==> src/rtl/idli_pkg.sv <==
// Shared types and constants for the idli decode stage.
//
// Contents:
//   op_t, reg_t, data_t, ctr_t  - field and bus types
//   dec_state_t                 - decode FSM state (IDLE / WAIT_IMM)
//   DEC_IMM_REG_DEFAULT         - rb encoding that announces a trailing immediate
//   DEC_IMM_OP_MASK_DEFAULT     - opcodes that may take an immediate
//   *_MSB / *_LSB               - instruction field slice positions
//   dec_needs_imm()             - immediate-need check for one instruction word
package idli_pkg;

  typedef logic [3:0]  op_t;
  typedef logic [3:0]  reg_t;
  typedef logic [15:0] data_t;
  typedef logic [1:0]  ctr_t;

  typedef enum logic {
    DEC_IDLE     = 1'b0,
    DEC_WAIT_IMM = 1'b1
  } dec_state_t;

  localparam logic [3:0]  DEC_IMM_REG_DEFAULT     = 4'hF;
  localparam logic [15:0] DEC_IMM_OP_MASK_DEFAULT = 16'h00FF;

  localparam int OP_MSB = 15;
  localparam int OP_LSB = 12;
  localparam int RD_MSB = 11;
  localparam int RD_LSB = 8;
  localparam int RA_MSB = 7;
  localparam int RA_LSB = 4;
  localparam int RB_MSB = 3;
  localparam int RB_LSB = 0;

  // A word is the first half of a two-word op when its opcode is enabled in
  // the mask and its rb field carries the "immediate follows" encoding.
  function automatic logic dec_needs_imm(input data_t      word,
                                         input logic [15:0] op_mask,
                                         input reg_t       imm_reg);
    return op_mask[word[OP_MSB:OP_LSB]] && (word[RB_MSB:RB_LSB] == imm_reg);
  endfunction

endpackage

==> src/rtl/idli_dec_skid_m.sv <==
// One-entry word skid buffer.
//
// Holds a single 16b word while the consumer is busy. Control inputs are
// expected to be pre-qualified by the caller (e.g. with a phase tick).
//
// Ports:
//   clk    in   1   clock
//   rst_n  in   1   synchronous active-low reset
//   clr    in   1   discard the held word (highest priority after reset)
//   push   in   1   capture din; only issued while empty
//   pop    in   1   release the held word
//   din    in   16  word to capture
//   dout   out 16   held word (valid while full)
//   full   out  1   entry occupied (flopped)
module idli_dec_skid_m
  import idli_pkg::*;
(
  input  logic        clk,
  input  logic        rst_n,
  input  logic        clr,
  input  logic        push,
  input  logic        pop,
  input  logic [15:0] din,
  output logic [15:0] dout,
  output logic        full
);

  data_t data_q;
  logic  full_q;

  always_ff @(posedge clk) begin
    if (!rst_n) begin
      data_q <= '0;
      full_q <= 1'b0;
    end else if (clr) begin
      data_q <= '0;
      full_q <= 1'b0;
    end else if (push) begin
      data_q <= din;
      full_q <= 1'b1;
    end else if (pop) begin
      full_q <= 1'b0;
    end
  end

  assign dout = data_q;
  assign full = full_q;

endmodule

==> src/rtl/idli_dec_m.sv <==
// idli decode stage: sits directly behind the SQI memory interface.
//
// Splits each 16b instruction word into op/rd/ra/rb, merges a trailing
// immediate word into the preceding op, and presents one decoded op to
// execute. State only moves on a "tick" (GCK cycle with i_dec_ctr == 2'b11).
//
// Handshake: o_dec_vld is a registered valid; execute takes the op on a tick
// where o_dec_vld && i_dec_ex_rdy. While o_dec_vld && !i_dec_ex_rdy every
// output field is held stable. Upstream back-pressure is o_dec_stall, which
// is high exactly while the skid entry holds a word; SQI must not present a
// new word on a tick while stalled.
//
// Optional build macro: IDLI_DEC_COUNT_EN adds o_dec_count, a wrapping count
// of accepted ops (not cleared by redirect).
//
// Ports:
//   i_dec_gck        in   1   core clock
//   i_dec_rst_n      in   1   synchronous active-low reset
//   i_dec_ctr        in   2   4-GCK phase counter; tick when both bits set
//   i_dec_redirect   in   1   flush, sampled at a tick
//   i_dec_instr      in   16  instruction word [15:12] op [11:8] rd [7:4] ra [3:0] rb
//   i_dec_instr_vld  in   1   word valid at a tick
//   i_dec_ex_rdy     in   1   execute accepts the current op at this tick
//   o_dec_vld        out  1   decoded op valid
//   o_dec_op         out  4   opcode
//   o_dec_rd/ra/rb   out  4   register fields
//   o_dec_imm_vld    out  1   op carries an immediate
//   o_dec_imm        out  16  immediate word (0 when no immediate)
//   o_dec_stall      out  1   SQI stall, skid occupied
//   o_dec_state      out  1   debug view of the decode FSM (dec_state_t)
//   o_dec_count      out  16  accepted-op count (IDLI_DEC_COUNT_EN only)
module idli_dec_m
  import idli_pkg::*;
#(
  parameter logic [15:0] IMM_OP_MASK = DEC_IMM_OP_MASK_DEFAULT,
  parameter logic [3:0]  IMM_REG     = DEC_IMM_REG_DEFAULT
) (
  input  logic        i_dec_gck,
  input  logic        i_dec_rst_n,
  input  logic [1:0]  i_dec_ctr,
  input  logic        i_dec_redirect,
  input  logic [15:0] i_dec_instr,
  input  logic        i_dec_instr_vld,
  input  logic        i_dec_ex_rdy,
  output logic        o_dec_vld,
  output logic [3:0]  o_dec_op,
  output logic [3:0]  o_dec_rd,
  output logic [3:0]  o_dec_ra,
  output logic [3:0]  o_dec_rb,
  output logic        o_dec_imm_vld,
  output logic [15:0] o_dec_imm,
  output logic        o_dec_stall,
  output logic        o_dec_state
`ifdef IDLI_DEC_COUNT_EN
  ,
  output logic [15:0] o_dec_count
`endif
);

  // ---------------------------------------------------------------------------
  // Tick qualification and handshake terms
  // ---------------------------------------------------------------------------
  logic tick;
  logic accept;
  logic out_free;

  assign tick     = &i_dec_ctr;
  assign accept   = o_dec_vld && i_dec_ex_rdy;
  // Output register can take a new op if empty or being drained this tick.
  assign out_free = !o_dec_vld || i_dec_ex_rdy;

  // ---------------------------------------------------------------------------
  // Skid entry
  // ---------------------------------------------------------------------------
  logic  skid_full;
  data_t skid_dout;
  logic  skid_push;
  logic  skid_pop;
  logic  skid_clr;

  // The skid is older than anything on the bus, so it is always drained first.
  logic  src_vld;
  data_t src_word;
  logic  consume;

  assign src_vld  = skid_full || i_dec_instr_vld;
  assign src_word = skid_full ? skid_dout : i_dec_instr;
  assign consume  = tick && !i_dec_redirect && src_vld && out_free;

  assign skid_clr  = tick && i_dec_redirect;
  assign skid_pop  = consume && skid_full;
  // A word arriving while the skid is already full is a protocol violation
  // and is dropped here (never pushed over the held word).
  assign skid_push = tick && !i_dec_redirect && !skid_full && i_dec_instr_vld && !out_free;

  idli_dec_skid_m u_skid (
    .clk   (i_dec_gck),
    .rst_n (i_dec_rst_n),
    .clr   (skid_clr),
    .push  (skid_push),
    .pop   (skid_pop),
    .din   (i_dec_instr),
    .dout  (skid_dout),
    .full  (skid_full)
  );

  // ---------------------------------------------------------------------------
  // Field split of the source word
  // ---------------------------------------------------------------------------
  op_t  src_op;
  reg_t src_rd;
  reg_t src_ra;
  reg_t src_rb;
  logic src_need_imm;

  assign src_op       = src_word[OP_MSB:OP_LSB];
  assign src_rd       = src_word[RD_MSB:RD_LSB];
  assign src_ra       = src_word[RA_MSB:RA_LSB];
  assign src_rb       = src_word[RB_MSB:RB_LSB];
  assign src_need_imm = dec_needs_imm(src_word, IMM_OP_MASK, IMM_REG);

  // ---------------------------------------------------------------------------
  // Decode FSM
  // ---------------------------------------------------------------------------
  dec_state_t state_q;
  dec_state_t state_d;
  data_t      pend_q;
  logic       load_plain;
  logic       load_imm;
  logic       latch_pend;

  always_comb begin
    state_d    = state_q;
    load_plain = 1'b0;
    load_imm   = 1'b0;
    latch_pend = 1'b0;
    if (tick) begin
      if (i_dec_redirect) begin
        state_d = DEC_IDLE;
      end else if (consume) begin
        case (state_q)
          DEC_IDLE: begin
            if (src_need_imm) begin
              latch_pend = 1'b1;
              state_d    = DEC_WAIT_IMM;
            end else begin
              load_plain = 1'b1;
            end
          end
          DEC_WAIT_IMM: begin
            load_imm = 1'b1;
            state_d  = DEC_IDLE;
          end
          default: state_d = DEC_IDLE;
        endcase
      end
    end
  end

  // ---------------------------------------------------------------------------
  // State, pending word and output registers
  // ---------------------------------------------------------------------------
  always_ff @(posedge i_dec_gck) begin
    if (!i_dec_rst_n) begin
      state_q       <= DEC_IDLE;
      pend_q        <= '0;
      o_dec_vld     <= 1'b0;
      o_dec_op      <= '0;
      o_dec_rd      <= '0;
      o_dec_ra      <= '0;
      o_dec_rb      <= '0;
      o_dec_imm_vld <= 1'b0;
      o_dec_imm     <= '0;
    end else begin
      state_q <= state_d;
      if (tick && i_dec_redirect) begin
        pend_q        <= '0;
        o_dec_vld     <= 1'b0;
        o_dec_imm_vld <= 1'b0;
        o_dec_imm     <= '0;
      end else begin
        if (latch_pend) begin
          pend_q <= src_word;
        end
        if (load_plain) begin
          o_dec_vld     <= 1'b1;
          o_dec_op      <= src_op;
          o_dec_rd      <= src_rd;
          o_dec_ra      <= src_ra;
          o_dec_rb      <= src_rb;
          o_dec_imm_vld <= 1'b0;
          o_dec_imm     <= '0;
        end else if (load_imm) begin
          o_dec_vld     <= 1'b1;
          o_dec_op      <= pend_q[OP_MSB:OP_LSB];
          o_dec_rd      <= pend_q[RD_MSB:RD_LSB];
          o_dec_ra      <= pend_q[RA_MSB:RA_LSB];
          o_dec_rb      <= pend_q[RB_MSB:RB_LSB];
          o_dec_imm_vld <= 1'b1;
          o_dec_imm     <= src_word;
        end else if (tick && accept) begin
          // Drained with nothing behind it (includes the tick that only
          // captures the first half of an immediate op).
          o_dec_vld <= 1'b0;
        end
      end
    end
  end

  assign o_dec_stall = skid_full;
  assign o_dec_state = state_q;

`ifdef IDLI_DEC_COUNT_EN
  logic [15:0] count_q;

  always_ff @(posedge i_dec_gck) begin
    if (!i_dec_rst_n) begin
      count_q <= '0;
    end else if (tick && accept && !i_dec_redirect) begin
      count_q <= count_q + 16'd1;
    end
  end

  assign o_dec_count = count_q;
`endif

  // SQI is stalled while the skid is full, so a word at such a tick is illegal.
  a_no_word_while_stalled: assert property (
    @(posedge i_dec_gck) disable iff (!i_dec_rst_n)
      !(tick && !i_dec_redirect && skid_full && i_dec_instr_vld));

endmodule

==> config.mk <==
export PLATFORM = sky130hd
export DESIGN_NAME = idli_dec_m
export DESIGN_NICKNAME = d
export VERILOG_FILES = /design/src/rtl/idli_pkg.sv /design/src/rtl/idli_dec_skid_m.sv /design/src/rtl/idli_dec_m.sv
export SDC_FILE = /design/constraint.sdc
export NUM_CORES = 1
export LEC_CHECK = 0
export BUFFER_PORTS_ARGS = -buffer_cell sky130_fd_sc_hd__buf_4
export CAP_MARGIN = 20
export CORE_MARGIN = 5
export CORE_UTILIZATION = 49
export CTS_BUF_LIST = sky130_fd_sc_hd__clkbuf_2
export CTS_CLUSTER_SIZE = 16
export DETAILED_ROUTE_END_ITERATION = 10
export PLACE_DENSITY_LB_ADDON = 0.1
export SLEW_MARGIN = 10
export SYNTH_ARGS = -nofsm -noshare
export SYNTH_HDL_FRONTEND = slang
export SYNTH_SLANG_ARGS = --single-unit
==> constraint.sdc <==
create_clock -name i_dec_gck -period 3.7 [get_ports i_dec_gck]
set_input_delay 0.74 -clock i_dec_gck [delete_from_list [all_inputs] [get_ports i_dec_gck]]
set_output_delay 0.74 -clock i_dec_gck [all_outputs]
set_load 0.01 [all_outputs]
==> reports/metrics.yaml <==
status:
  outcome: "complete, no violations"
setup_path:
  end_kind: "flop"
  worst_ep_arrival_time_ps: 2930
  start_kind: "flop"
  reg2reg_from: "u_skid.full"
  rr_worst_depth: 5
  worstSetupPathType: "flop to flop"
  r2r_slack_ps: 1200
  worstPathMaxFanout: 19
  r2r-end: "o_dec_rb[0]"
  crit_required_ps: 4130
yosys:
  synth_top_area_share: 0.461
  synthCells: 327
  synth_seq_cells: 68
  yosys_warnings: 0
  syn-num-nets: 350
  synth.cell_area_um2: 2950
  yosys.area.top_type: "dfxtp_1"
  synth-async-reset-ratio: 0
  ys_top_cells_by_area: "dfxtp_1, mux2i_1, nand2_1"
  synth-main-ff-cell: "dfxtp_1"
  synth.distinct_cells: 31
  synth_edf_count: 0
  seq_area_frac_synth: 0.461
  syn_area_per_cell_um2: 9.03
clock_tree:
  numCtsBuffers: 9
  clk_path_buf_depth: 2
  cts_tree: "built"
  clkTransAtPathRegs_ps: 190
  postCtsSetupRepairBufs: 0
  ctsRootBufferMaster: "clkbuf_2"
  clkSinkCount: 68
  h-tree-depth: 3
  clk_latency_ps: 490
  cts_hold_buf: 0
  cts_resized: 0
drt:
  firstDrtPassIters: 4
  ant_nets: 0
  remaining_drc_errors: 0
  drtIter0Drc: 162
  avgRoutedWirePerCell_um: 15.3
  routed_wl_um: 7050
  num_vias: 2458
  via_per_inst: 5.36
sta:
  tns_ps: 0
  period_needed_ps: 2500
  rsz0062_at_grt: "no"
  timing_hold_violations_final: 0
  maxSlewViolCount: 0
  worst_slew_pin_slew_ps: 798
  fin_skew_ps: 17.5
  finalCritPeriodShare: 0.677
  setup_viol: 0
  relSlewSlack: 0.468
  fmax_mhz: 399
run:
  drv_cap: 0
global_route:
  first_global_vias: 2381
  grtUsageMet3: 0.0339
  globalRouteTotalUtil: 0.194
  grtUsageMet1: 0.248
  antenna_found_initial: 0
  grt_overflow: 0
  grt_use_met2: 0.317
  gr-max-usage-layer: "met2"
  grt_pass1_wl_um: 11600
  grt_max_degree: 34
die:
  io_pins: 59
  start_util: 0.502
  fp.coreArea_um2: 5890
  die_w_um: 87.6
  chipHeight_um: 87.6
  num_rows: 28
  fp.dieArea_um2: 7680
finish:
  nets: 402
  diodes: 0
  areaGrowthSynthToFinish_pct: 19.4
  final_layout_size_suffix_gt1_frac: 0.299
power:
  peakVddDrop_mv: 0.224
  leakagePower_nw: 1.55
  p_total_w: 0.00127
  powerDensity_nw_per_um2: 359
hold_path:
  whs_path_depth: 2
  hold_class: "flop to flop"
  hp-start: "pend_q[1]"
  hold_path_end: "pend_q[1]"
place:
  gp_congestion: 0.750
  io_buffers: 58
  hpwl_um: 4820
==> sequential cells by signal, summed over array words and instances, names as in the netlist <==
name           flops
o_dec_imm         16
o_dec_vld          1
o_dec_op           4
o_dec_ra           4
o_dec_state        1
u_skid.dout       16
u_skid.full        1
o_dec_rb           4
o_dec_imm_vld      1
pend_q            16
o_dec_rd           4
==> Yosys cell counts, types with 5 or more instances <==
cell type / n
clkbuf_1: 13
o21ai_0: 6
buf_2: 8
nor3_1: 11
nand2_1: 68
mux2i_1: 27
nor2_1: 40
dfxtp_1: 68
a21oi_1: 11
mux2_2: 16
inv_1: 5
a31oi_1: 6
o41ai_1: 12
a31oi_2: 10
==> cell families after synthesis <==
group,count (synthesis),share of synthesized area
AND/OR/NAND/NOR,138,0.210
flip-flops,68,0.461
AO/OA/AOI/OAI,47,0.126
multiplexers,43,0.153
buffers and inverters,31,0.0504
==> area by class of cell <==
class / count / area [um2]
fillers: 544 / 2360
multi-input cells: 228 / 1440
flip-flops and latches: 68 / 1360
repair buffers: 67 / 503
well taps: 75 / 93.8
clock buffers: 11 / 55.1
clock inverters: 5 / 52.6
inverters: 5 / 18.8
==> worst max path at each step <==
stage                              start       endpoint  slack (ps)  depth (start not counted)
after global routing         u_skid.full    o_dec_rb[0]        1100                          5
after CTS                    u_skid.full  o_dec_imm[12]        1020                          5
after detailed placement  i_dec_redirect  o_dec_imm[12]         940                          5
after global placement    i_dec_redirect  o_dec_imm[10]         970                          5
after floorplan           i_dec_redirect  o_dec_imm[11]        1700                          5
final                        u_skid.full    o_dec_rb[0]        1200                          5
==> worst max-delay path: stages (launching register included) <==
cell	delay, ps
dfxtp_1	640
buf_4	290
or2_2	190
nand4b_4	280
or3_1	760
a31oi_1	280
==> metal layers <==
layer	vias up	wire length [um]
met3	13	371
met1	1149	3150
met5	-	0
met2	64	3360
li1	1232	-
met4	0	158
==> report_power, final <==
part	switching [W]	internal (W)	total (W)
logic	0.0000561	0.0000460	0.000102
clock network	0.000262	0.000158	0.000421
registers	0.00000404	0.000740	0.000744
==> cell usage in the layout, fill, tap and decap left out, drive strengths merged <==
cell type,n
mux2,16
and2,1
o21ai,6
nand4,3
nor2,40
and3,2
nand2,68
clkinvlp,1
clkinv,3
or2,1
and3b,1
buf,67
mux2i,27
inv,5
nand3,4
clkbuf,11
o31ai,1
and4,1
or3,1
nand4b,1
nor3,12
dfxtp,68
nand2b,1
a21oi,11
a31oi,16
bufinv,1
o21bai,1
nor3b,1
nand4bb,1
o41ai,12
==> per-stage QoR <==
| stage | cell area, um2 | instances | hold slack, ps | worst slack (ps) | util |
|---|---|---|---|---|---|
| final | 3530 | 459 | 461 | 1200 | 0.599 |
| after global routing | 3530 | 459 | 455 | 1100 | 0.599 |
| after CTS | 3520 | 458 | 448 | 1020 | 0.598 |
| after detailed placement | 3410 | 442 | 439 | 936 | 0.580 |
| after global placement | 3410 | 442 | 434 | 974 | 0.580 |
| after floorplan | 2950 | 327 | 426 | 1700 | - |
Note: power is estimated with default switching activity, not from simulation.
